`src/rtl/page_table_walker.sv`:
```
// page_table_walker: Sv32 two-level hardware page-table walker that refills a round-robin TLB slot.
module page_table_walker #(
    parameter int TLB_ENTRIES = 16
) (
    input  logic        clk,
    input  logic        reset,
    input  logic        walk_start,
    input  logic [31:0] walk_vaddr,
    input  logic [31:0] satp,
    output logic        mem_req,
    output logic [31:0] mem_addr,
    input  logic        mem_ack,
    input  logic [31:0] mem_rdata,
    output logic [31:0] tlb_vpn_out,
    output logic [31:0] tlb_ppn_perms_out,
    output logic [31:0] tlb_write_index,
    output logic        busy,
    output logic        walk_done,
    output logic        walk_fault
);
    typedef enum logic [2:0] {IDLE, L1, L0, FILL, FAULT} state_t;
    state_t      state, state_n;
    logic [19:0] vpn, vpn_n;
    logic [31:0] addr_n, entry_n;
    logic [3:0]  rr_ptr;
    logic        leaf, bad, unused_ok;
    assign unused_ok = ^{satp[30:20], walk_vaddr[11:0]};
    assign leaf = mem_rdata[1] | mem_rdata[3];
    assign bad  = !mem_rdata[0] || (!mem_rdata[1] && mem_rdata[2]);
    always_comb begin
        state_n = state;
        vpn_n   = vpn;
        addr_n  = mem_addr;
        entry_n = mem_rdata;
        unique case (state)
            IDLE: if (walk_start) begin
                vpn_n   = walk_vaddr[31:12];
                addr_n  = {satp[19:0], walk_vaddr[31:22], 2'b00};
                state_n = satp[31] ? L1 : FAULT;
            end
            L1: if (mem_ack) begin
                state_n = (bad || (leaf && |mem_rdata[19:10])) ? FAULT : leaf ? FILL : L0;
                addr_n  = {mem_rdata[29:10], vpn[9:0], 2'b00};
                entry_n = {mem_rdata[31:20], vpn[9:0], mem_rdata[9:0]};
            end
            L0: if (mem_ack) state_n = (bad || !leaf) ? FAULT : FILL;
            default: state_n = IDLE;
        endcase
    end
    always_ff @(posedge clk) begin
        if (reset) state <= IDLE;
        else       state <= state_n;
    end
    // Outputs are registered from the next state so they line up with the state they describe.
    always_ff @(posedge clk) begin
        if (reset) begin
            vpn               <= '0;
            rr_ptr            <= '0;
            mem_req           <= 1'b0;
            mem_addr          <= '0;
            busy              <= 1'b0;
            walk_done         <= 1'b0;
            walk_fault        <= 1'b0;
            tlb_write_index   <= '0;
            tlb_vpn_out       <= '0;
            tlb_ppn_perms_out <= '0;
        end else begin
            vpn               <= vpn_n;
            rr_ptr            <= (state != FILL) ? rr_ptr : (rr_ptr == 4'(TLB_ENTRIES - 1)) ? 4'd0 : rr_ptr + 4'd1;
            mem_req           <= state_n inside {L1, L0};
            mem_addr          <= (state_n inside {L1, L0}) ? addr_n : '0;
            busy              <= state_n != IDLE;
            walk_done         <= state_n inside {FILL, FAULT};
            walk_fault        <= state_n == FAULT;
            tlb_write_index   <= (state_n == FILL) ? {27'b0, 1'b1, rr_ptr} : '0;
            tlb_vpn_out       <= (state_n == FILL) ? {12'b0, vpn_n} : '0;
            tlb_ppn_perms_out <= (state_n == FILL) ? entry_n : '0;
        end
    end
endmodule
```
`config.mk`:
```
export PLATFORM = sky130hd
export DESIGN_NAME = page_table_walker
export DESIGN_NICKNAME = d
export VERILOG_FILES = /design/src/rtl/page_table_walker.sv
export SDC_FILE = /design/constraint.sdc
export NUM_CORES = 1
export LEC_CHECK = 0
export CAP_MARGIN = 20
export CORE_MARGIN = 10
export CORE_UTILIZATION = 37
export DETAILED_ROUTE_END_ITERATION = 10
export GPL_TIMING_DRIVEN = 0
export PLACE_DENSITY = 0.84
export RECOVER_POWER = 25
export SETUP_SLACK_MARGIN = 0.2
export SLEW_MARGIN = 20
export SYNTH_ARGS = -nofsm -noshare
export SYNTH_HDL_FRONTEND = slang
export SYNTH_SLANG_ARGS = --single-unit
```
`constraint.sdc`:
```
create_clock -name clk -period 1.9 [get_ports clk]
set_input_delay 0.475 -clock clk [delete_from_list [all_inputs] [get_ports clk]]
set_output_delay 0.475 -clock clk [all_outputs]
set_load 0.02 [all_outputs]
```
==> summary.md, run 1 <==
| Metric | Value |
|---|---|
| Wl on met1 | `6946 microns` |
| DRT iter0 DRCs | `206` |
| Initial Utilization | `0.3816` |
| Routed length on met3 | `1682 microns` |
| Worst Path Required | `2.27 ns` |
| Die H | `134.8 microns` |
| Pleak | `3.764 nW` |
| Worst-skew pair later-pin latency | `0.42 ns` |
| Non-Filler Instances | `949` |
| Mean post-synth cell area | `9.596 sq um` |
| Synth cell types | `39` |
| Main flop type after synthesis | `dfxtp_1` |
| Asr flop ratio synth | `0` |
| Met2 wire len | `8374 microns` |
| Post-Synth Simple-Gate Area | `0.2207` |
| Cells after Synth | `508` |
| Slew Viols, Final | `0` |
| Maximum vdd ir drop | `0.5735 mV` |
| Detailed placement HPWL | `12240 microns` |
| Longest Clk Path Bufs | `2` |
| Wire per inst | `18.46 microns` |
| Post-synth EDFFs | `0` |
| Worst Setup End Kind | `flop` |
| Sequential share of the synthesized area | `0.4846` |
| CTS sink cnt | `118` |
| Top Layer Used | `met4` |
| Final Hold Vio Count | `0` |
| CTS HTree Levels | `4` |
| Part of the cycle the worst path needs | `1.055` |
| Initial antenna violation count | `1` |
| Routed WL | `17510 microns` |
| First-pass detailed-route iteration total | `4` |
| Post-Synth XOR/XNOR Area | `0.001797` |
| Final worst slack | `-0.1049 ns` |
| Via count of the first global-routing pass | `4633` |
| Failing checks | `setup timing` |
| CTS tree | `done` |
| Via count | `4529` |
| Post-Place Cell Area | `0.006960 sq mm` |
| Power Total | `6.667 mW` |
| Max cap viols | `0` |
| Main combinational cell family by area after synthesis | `simple AND/OR/NAND/NOR gates` |
| Fmax | `498.8 MHz` |
| GRT Overall Usage | `0.1870` |
| Synth Area in Compound Gates | `0.09574` |
| Minimum clock period | `2.005 ns` |
| Port buffer count | `166` |
| Clock root buffer | `clkbuf_16` |
| #FFs+latches synth | `118` |
| First-pass GRT wire length | `26140 microns` |
| Largest net degree at the start of global routing | `17` |
| DR vias/cell | `4.772` |
| Final-stage net count | `864` |
| Area delta synth->final | `68.92%` |
| Post-synthesis mux area share | `0.09292` |
| Minimum hold slack | `0.4618 ns` |
| Post-route antenna net violation count | `0` |
| Status | `finished, violations left` |
| Post-route cell area | `0.008234 sq mm` |
| Total power divided by cell area | `809.7 mW/mm^2` |
| Post-Syn Area | `0.004875 sq mm` |
| Die Wd | `134.8 microns` |
| R2R Setup Slk | `-0.09 ns` |
| Ports | `232` |
| Ys Warns | `0` |
| CTS buffer count | `17` |
| Worst path arrival time | `2.38 ns` |
| Total Die Area | `0.01817 sq mm` |
| Final GP Congestion | `0.7995` |
| Placed insts | `886` |
| Layout cells sized above 1 | `0.2642` |
| Core Footprint | `0.01277 sq mm` |
| Worst Path Class, Setup | `input port to flop` |
| Pre-CTS WS | `-1.029 ns` |
| Clk_skew | `0.006675 ns` |
| Cell Rows | `41` |
| Worst Max-Slew Pin Slew | `1.003 ns` |
| Final Setup Violations | `82` |
| Clk slew on worst S/H paths | `0.06 ns` |
| Max_slew headroom | `0.3314` |
| Post-route DRC violation count | `0` |
| Crit start category | `input port` |
| HP Class | `input port to flop` |
| Global route overflow | `0` |
| Unrepaired setup endpoints after global routing | `yes` |
| Synth Area in Adders | `0.002567` |
| Crit Path Max Fanout | `5` |
[critical path, cell delays in order]
cell and delay (ns):
clkdlybuf4s50_1 0.50, nor2b_4 0.16, o21ai_1 0.10, a211o_4 0.39
nor3_4 0.23, buf_6 0.17, buf_6 0.10, clkbuf_8 0.13
and2_4 0.13
[final timing paths]
kind,from,cells after the start,end
min,mem_rdata[16],3,tlb_ppn_perms_out[16]
max,mem_rdata[2],9,tlb_vpn_out[15]
max reg2reg,state[1],9,tlb_vpn_out[15]
min reg2reg,vpn[16],2,vpn[16]
[state kept, by name, summed over array words and instances, names as in the netlist]
signal             count
tlb_ppn_perms_out     32
mem_addr              30
tlb_vpn_out           20
vpn                   20
tlb_write_index        5
rr_ptr                 4
state                  3
busy                   1
mem_req                1
walk_done              1
walk_fault             1
[through the flow]
| stage | util | setup TNS [ns] |
|---|---|---|
| 6_report | 0.6446 | -4.765 |
| 5_1_grt | 0.6444 | -10.33 |
| 3_5_place_dp | 0.5449 | -87.73 |
| 4_1_cts | 0.6267 | -0.08800 |
| 3_3_place_gp | 0.5449 | -88.79 |
| 2_1_floorplan | - | 0 |
[what timing repair did]
action | CTS | global route
resized for setup | 203 | 44
hold buffers | 0 | 0
gates cloned | 7 | 3
setup endpoints to repair | 204 | 116
setup buffers | 16 | 4
pin swaps | 26 | 11
[layout make-up]
class	instances	area (sq um)
fillers	1040	4539
multi-input cells	349	2507
clock buffers	21	470.5
repair buffers	196	1882
plain buffers	80	638.1
inverters	1	3.754
well taps	172	215.2
flip-flops and latches	118	2366
clock inverters	11	148.9
diodes	1	2.502
[synth_stat cells (3+ instances only)]
| library cell | number | share of area |
|---|---|---|
| mux2i_1 | 43 | 0.088 |
| nand2_1 | 46 | 0.035 |
| buf_4 | 42 | 0.065 |
| buf_1 | 3 | 0.0023 |
| buf_2 | 12 | 0.012 |
| nor3_2 | 11 | 0.023 |
| nor2_1 | 44 | 0.034 |
| and2_1 | 46 | 0.059 |
| dfxtp_1 | 118 | 0.48 |
| a211o_1 | 31 | 0.056 |
| nor4_1 | 33 | 0.042 |
| clkbuf_1 | 21 | 0.016 |
| a21oi_1 | 26 | 0.027 |
[layout by cell type (no fill, tap or decap), types with 3 or more instances in the layout]
master,count
buf_8,5
mux2i_1,43
clkinvlp_4,3
and2_1,32
bufinv_16,3
clkdlybuf4s50_1,60
buf_12,3
clkbuf_8,7
nor3_2,6
buf_4,51
nor4_1,14
nor4_4,3
a21oi_1,23
dfxtp_1,117
conb_1,41
nor2_2,3
nor3_4,6
nand2_1,46
clkinv_4,3
nor4_2,17
and2_4,14
a211o_1,30
clkbuf_1,10
clkbuf_16,20
clkbuf_2,14
buf_6,20
dlygate4sd2_1,101
nor2_1,40
[layer usage]
| metal | GRT usage | up-vias |
|---|---|---|
| met5 | 0 | - |
| met4 | 0.07557 | 0 |
| met3 | 0.08457 | 39 |
| met2 | 0.3105 | 201 |
| met1 | 0.2029 | 2100 |
| li1 | - | 2189 |
[power breakdown]
part	switching, mW	internal [mW]	leakage [nW]	total [mW]
Combinational	0.424	0.368	2.51	0.792
Clock	1.17	2.16	0.295	3.34
Sequential	0.0262	2.51	0.955	2.54
[kinds of logic after synthesis]
family                     after synthesis
AOI/OAI and AO/OA                       66
DFF                                    118
adders and majority gates                1
xor gates and xnor gates                 1
and+or+nand+nor                        195
muxes                                   45
other                                    1
buffers and inverters                   81
Power figures use the tool's default switching activity.
==> run 2, diff against run 1 <==
- ABC_AREA: default -> 1
- CORE_UTILIZATION: 37 -> 36
- GPL_ROUTABILITY_DRIVEN: default -> 0
- PLACE_DENSITY: 0.84 -> 0.83
- SKIP_CTS_REPAIR_TIMING: default -> 1
==> run 2 against run 1 <==
Compared with the run above: the flow now finishes without violations; worst setup slack better by 0.13 ns; core utilization up 2.7 points; flip-flop and latch count unchanged; final cell count up 8.3%; sequential share of layout area down 0.90 points; global-route usage down 1.5 points; first-iteration DRC count up 27%; cell area up 3.3%; worst hold slack worse by 0.082 ns; critical path depth up 4; critical path type is now flop to flop.
==> summary.md, run 2 <==
| Metric | Value |
|---|---|
| Status | `finished, final reports clean` |
| Post-synth EDFFs | `0` |
| Most common cell after layout, fill and taps aside | `dfxtp_1` |
| CTS HTree Levels | `4` |
| Fmax | `533.1 MHz` |
| GRT Overall Usage | `0.1723` |
| Largest area contributor in the netlist | `dfxtp_1` |
| Worst flop-to-flop path endpoint | `tlb_write_index[0]` |
| Cells after Synth | `596` |
| WHS Path Cells | `3` |
| Placed insts | `975` |
| First-pass detailed-route iteration total | `4` |
| Clock root buffer | `clkbuf_16` |
| Total power divided by cell area | `773.2 mW/mm^2` |
| Post-route DRC violation count | `0` |
| HP Class | `input port to flop` |
| Global route overflow | `0` |
| Crit start category | `flop` |
| Part of the cycle the worst path needs | `0.9873` |
| CP max stage delay | `0.37 ns` |
| DRT iter0 DRCs | `262` |
| CTS buffer count | `17` |
| CTS tree | `done` |
| DR vias/cell | `4.444` |
| Max reg flops | `32` |
| Biggest register | `tlb_ppn_perms_out` |
| Minimum hold slack | `0.3801 ns` |
| Die Wd | `134.0 microns` |
| Wire per inst | `16.97 microns` |
| Total Die Area | `0.01795 sq mm` |
| Initial Utilization | `0.3690` |
| Max cap viols | `0` |
| Pre-CTS WS | `-0.6718 ns` |
| Main flop type after synthesis | `dfxtp_1` |
| Launch point of the worst reg-to-reg path | `state[0]` |
| Maximum vdd ir drop | `0.5106 mV` |
| #FFs+latches synth | `118` |
| Cell Rows | `41` |
| Clk_skew | `0.009079 ns` |
| Routed WL | `17440 microns` |
| R2R depth | `13` |
| Minimum clock period | `1.876 ns` |
| Worst Max-Slew Pin Slew | `0.5553 ns` |
| Share of the synthesized area in the top cell type | `0.5052` |
| Post-route antenna net violation count | `0` |
| Sequential share of the synthesized area | `0.5052` |
| Worst path arrival time | `2.22 ns` |
| R2R Setup Slk | `0.02 ns` |
| Max_slew headroom | `0.6298` |
| Worst Path Required | `2.25 ns` |
| Non-Filler Instances | `1028` |
| Core Footprint | `0.01267 sq mm` |
| Via count | `4568` |
| Detailed placement HPWL | `12070 microns` |
| Hold Path End | `tlb_ppn_perms_out[3]` |
| Synth cell types | `26` |
| Most frequent cell after synthesis | `dfxtp_1` |
| Asr flop ratio synth | `0` |
| Ys Warns | `0` |
| Pleak | `5.353 nW` |
| Port buffer count | `167` |
| Worst Path Class, Setup | `flop to flop` |
| Final-stage net count | `944` |
| Post-Syn Area | `0.004676 sq mm` |
| Unrepaired setup endpoints after global routing | `yes` |
| Die H | `134.0 microns` |
| Filler cell count | `997` |
| Critical path's slowest cell | `dfxtp_4` |
| Most frequent cells in the layout | `dfxtp_1 (116), dlymetal6s2s_1 (106), nand2_1 (98)` |
| Mean post-synth cell area | `7.845 sq um` |
| Longest Clk Path Bufs | `2` |
| Via count of the first global-routing pass | `4503` |
| Crit Path Max Fanout | `10` |
| CTS sink cnt | `118` |
| Final worst slack | `0.02420 ns` |
| Hold Path Origin | `mem_rdata[3]` |
| Area delta synth->final | `81.88%` |
| Slew Viols, Final | `0` |
| Layout cells sized above 1 | `0.2515` |
| Final Hold Vio Count | `0` |
| First-pass GRT wire length | `23930 microns` |
| Clk slew on worst S/H paths | `0.06 ns` |
| Ports | `232` |
| Worst Setup End Kind | `flop` |
| Synth top cells by count | `dfxtp_1 (118), nor2_1 (116), nand2_1 (107), inv_1 (79), buf_4 (42)` |
| Initial antenna violation count | `1` |
| Top flop regs | `tlb_ppn_perms_out (32), mem_addr (30)` |
| Power Total | `6.576 mW` |
| Worst-skew pair later-pin latency | `0.42 ns` |
| Largest net degree at the start of global routing | `17` |
| Largest cells by area after synthesis | `dfxtp_1 (51%), nor2_1 (9.3%), nand2_1 (8.6%)` |
| Final Setup Violations | `0` |
| Crit-path cells | `inv_4 > nor3_4 > buf_12 > buf_6 > nand2_2 > nand2_2 > nand2_2 > nand2_4 > buf_12 > nand3_4 > buf_8 > buf_12 > nor2_1` |
-- run 2: final cells by class --
cell class | count | area, sq um | area share
flip-flops and latches | 118 | 2367 | 0.2784
multi-input cells | 368 | 2262 | 0.2660
repair buffers | 187 | 2222 | 0.2613
plain buffers | 69 | 560.5 | 0.06591
clock buffers | 19 | 442.9 | 0.05208
inverters | 81 | 317.8 | 0.03737
well taps | 172 | 215.2 | 0.02531
clock inverters | 12 | 106.4 | 0.01251
repair inverters | 1 | 7.507 | 0.0008827
diodes | 1 | 2.502 | 0.0002942
-- run 2: critical path: cells and delay by family, from the launching register on --
| family | cells | cell delay (ns) |
|---|---|---|
| DFF | 1 | 0.37 |
| and+or+nand+nor | 7 | 0.71 |
| buffers and inverters | 6 | 0.73 |
-- run 2: per-stage QoR --
stage / setup TNS [ns] / instance area, sq um / utilization
final: 0 / 8504 / 0.6712
after global routing: -0.6327 / 8504 / 0.6712
after CTS: -15.41 / 7262 / 0.5731
after detailed placement: -56.00 / 6713 / 0.5298
after global placement: -56.45 / 6713 / 0.5298
after floorplan: 0 / 4826 / -
-- run 2: worst max-delay path by stage --
stage | endpoint | startpoint
2_1_floorplan | tlb_vpn_out[5] | mem_rdata[1]
3_3_place_gp | tlb_write_index[1] | mem_rdata[1]
3_5_place_dp | tlb_vpn_out[8] | mem_rdata[1]
4_1_cts | tlb_write_index[3] | mem_rdata[1]
5_1_grt | tlb_write_index[0] | state[0]
6_report | tlb_write_index[0] | state[0]
-- run 2: cell families after synthesis --
group           count (synthesis)  synth area share
fa+ha+maj                       1          0.002676
xor+xnor                        1          0.001874
other cells                     1         0.0008020
flops                         118            0.5052
buf+inv                       150            0.1592
simple gates                  254            0.2149
compound gates                 51           0.06984
mux                            20           0.04549
-- run 2: metal layers --
layer | wire [microns] | vias to the layer above | share of wire | track usage
met5 | 0 | - | 0 | 0
met4 | 340 | 0 | 0.019 | 0.06771
met3 | 1635 | 23 | 0.094 | 0.08215
met2 | 8761 | 197 | 0.50 | 0.2919
met1 | 6704 | 2095 | 0.38 | 0.1812
li1 | - | 2253 | - | -
-- run 2: power breakdown --
| group | leakage [nW] | switching [mW] | total (mW) | internal (mW) |
|---|---|---|---|---|
| logic | 4.13 | 0.587 | 1.04 | 0.454 |
| registers | 0.958 | 0.0255 | 2.57 | 2.54 |
| clock network | 0.261 | 1.15 | 2.97 | 1.82 |
| total | 5.35 | 1.77 | 6.58 | 4.81 |
==> run 3, diff against run 2 <==
- SLEW_MARGIN: 20 -> default
- clock period: 1.9 -> 1.5 ns (I/O delays scaled with it)
==> run 3 against run 2 <==
Compared with the run above: clock power up 48%; the flow now finishes with violations (setup timing); critical path depth down 1; register-to-register slack worse by 0.25 ns; first-iteration DRC count down 13%; sequential share of layout area up 1.9 points; non-clock buffer count down 2; sequential power up 27%; combinational power up 25%; via count down 0.70%; routed wire length down 5.5%; count of clock-buffer cells in the layout up 3.
==> summary.md, run 3 (synthesized netlist as in run 2, its figures left out) <==
| Metric | Value |
|---|---|
| Minimum clock period | `1.722 ns` |
| Cell Rows | `41` |
| Final worst slack | `-0.2222 ns` |
| Final Setup Violations | `89` |
| Power Total | `8.974 mW` |
| Detailed placement HPWL | `12030 microns` |
| Layout cells sized above 1 | `0.3866` |
| DR vias/cell | `4.430` |
| CTS tree | `done` |
| Crit Path Max Fanout | `7` |
| Most frequent cells in the layout | `dfxtp_1 (109), nand2_1 (88), inv_1 (64)` |
| Failing checks | `setup timing` |
| Area delta synth->final | `71.34%` |
| GRT Overall Usage | `0.1676` |
| Slew Viols, Final | `0` |
| Sequential power share | `0.363` |
| Pleak | `3.839 nW` |
| Final Hold Vio Count | `0` |
| Clock root buffer | `clkbuf_16` |
| Sw frac | `0.2343` |
| DRT iter0 DRCs | `228` |
| Die Wd | `134.0 microns` |
| Met3 Use GR | `0.07356` |
| Port buffer count | `167` |
| Max cap viols | `0` |
| Worst Max-Slew Pin Slew | `0.7223 ns` |
| Fmax | `580.6 MHz` |
| Worst-skew pair later-pin latency | `0.41 ns` |
| Clk slew on worst S/H paths | `0.05 ns` |
| Top flop regs | `tlb_ppn_perms_out (32), mem_addr (30)` |
| CTS HTree Levels | `4` |
| Die H | `134.0 microns` |
| Status | `finished, violations left` |
| Crit start category | `flop` |
| Worst Setup End Kind | `flop` |
| Max reg flops | `32` |
| Core Footprint | `0.01267 sq mm` |
| GR peak layer | `met2` |
| Initial Utilization | `0.3690` |
| Via count | `4536` |
| Met2 Usage GRT | `0.2866` |
| Post-route antenna net violation count | `0` |
| Total power divided by cell area | `1120 mW/mm^2` |
| Non-Filler Instances | `1024` |
| First-pass GRT wire length | `23800 microns` |
| Max_slew headroom | `0.5185` |
| Layout Utilization | `0.6323` |
| Internal power | `6.871 mW` |
| M1 GR Usage | `0.1855` |
| Switching power | `2.102 mW` |
| Unrepaired setup endpoints after global routing | `yes` |
| Ports | `232` |
| Largest net degree at the start of global routing | `17` |
| CTS sink cnt | `118` |
| HP Class | `input port to flop` |
| CTS buffer count | `17` |
| Clk_skew | `0.006819 ns` |
| Total Die Area | `0.01795 sq mm` |
| Longest Clk Path Bufs | `2` |
| Most common cell after layout, fill and taps aside | `dfxtp_1` |
| Worst Path Class, Setup | `flop to flop` |
| Routed WL | `16490 microns` |
| First-pass detailed-route iteration total | `6` |
| Via count of the first global-routing pass | `4501` |
| Combinational power share | `0.145` |
| Placed insts | `975` |
| Post-route DRC violation count | `0` |
| Biggest register | `tlb_ppn_perms_out` |
| Minimum hold slack | `0.3224 ns` |
| Pre-CTS WS | `-0.8283 ns` |
| Worst Path Required | `1.85 ns` |
| Wire per inst | `16.10 microns` |
| Part of the cycle the worst path needs | `1.148` |
| Filler cell count | `1131` |
| Global route overflow | `0` |
| Initial antenna violation count | `1` |
| Maximum vdd ir drop | `0.6292 mV` |
| Clock share of power | `0.492` |
| Final-stage net count | `941` |
| Worst path arrival time | `2.07 ns` |
-- run 3: cell count changes in the layout (fill, tap and decap cells not counted), moves of 13 or more --
cell	previous run	this run
dlymetal6s2s_1	106	15
nor2_4	54	20
nor2_2	18	48
clkbuf_2	4	31
clkbuf_1	11	30
buf_6	8	24
buf_2	1	15
buf_4	48	62
inv_2	0	14
inv_1	77	64
-- run 3: routing by layer --
layer,vias to the layer above,share of wire
li1,2258,-
met1,2094,0.38
met2,170,0.51
met3,14,0.095
met4,0,0.0094
met5,-,0
-- run 3: final timing paths --
| path | start | end | slack (ns) | depth (start not counted) |
|---|---|---|---|---|
| worst max-delay path | state[0] | mem_addr[14] | -0.22 | 12 |
| worst min-delay path | mem_rdata[2] | tlb_ppn_perms_out[2] | 0.32 | 3 |
| worst max register to register | state[0] | mem_addr[14] | -0.22 | 12 |
| worst min register to register | rr_ptr[1] | tlb_write_index[1] | 0.49 | 2 |
-- run 3: layout make-up --
| cell class | count | area (sq um) | area share |
|---|---|---|---|
| repair buffers | 186 | 1653 | 0.2063 |
| plain buffers | 68 | 564.3 | 0.07044 |
| inverters | 81 | 312.8 | 0.03904 |
| multi-input cells | 368 | 2240 | 0.2796 |
| clock inverters | 8 | 171.4 | 0.02140 |
| clock buffers | 22 | 474.2 | 0.05919 |
| diodes | 1 | 2.502 | 0.0003124 |
| well taps | 172 | 215.2 | 0.02686 |
| flip-flops and latches | 118 | 2379 | 0.2969 |
-- run 3: metrics by stage --
stage	TNS [ns]	instance area, sq um
4_1_cts	-52.22	7467
3_3_place_gp	-71.91	6822
2_1_floorplan	-0.2317	4935
6_report	-13.48	8011
3_5_place_dp	-74.45	6822
5_1_grt	-21.97	8009
-- run 3: power groups by stage --
stage,Combinational (mW),Clock (mW),Sequential (mW)
finish,1.30,4.41,3.26
global route,1.41,4.64,3.26
CTS,1.10,4.49,3.25
detailed placement,1.09,0,3.32
global placement,1.08,0,3.31
floorplan,0.638,0,3.35
-- run 3: critical path, stage by stage (launching register included) --
cell,delay [ns]
dfxtp_4,0.38
inv_4,0.05
nor3_4,0.18
buf_12,0.15
nand2_4,0.04
nand2_2,0.06
nand2_2,0.07
nand2_4,0.11
inv_4,0.04
nand2_4,0.06
nand3_4,0.18
clkbuf_16,0.23
nor2_1,0.09
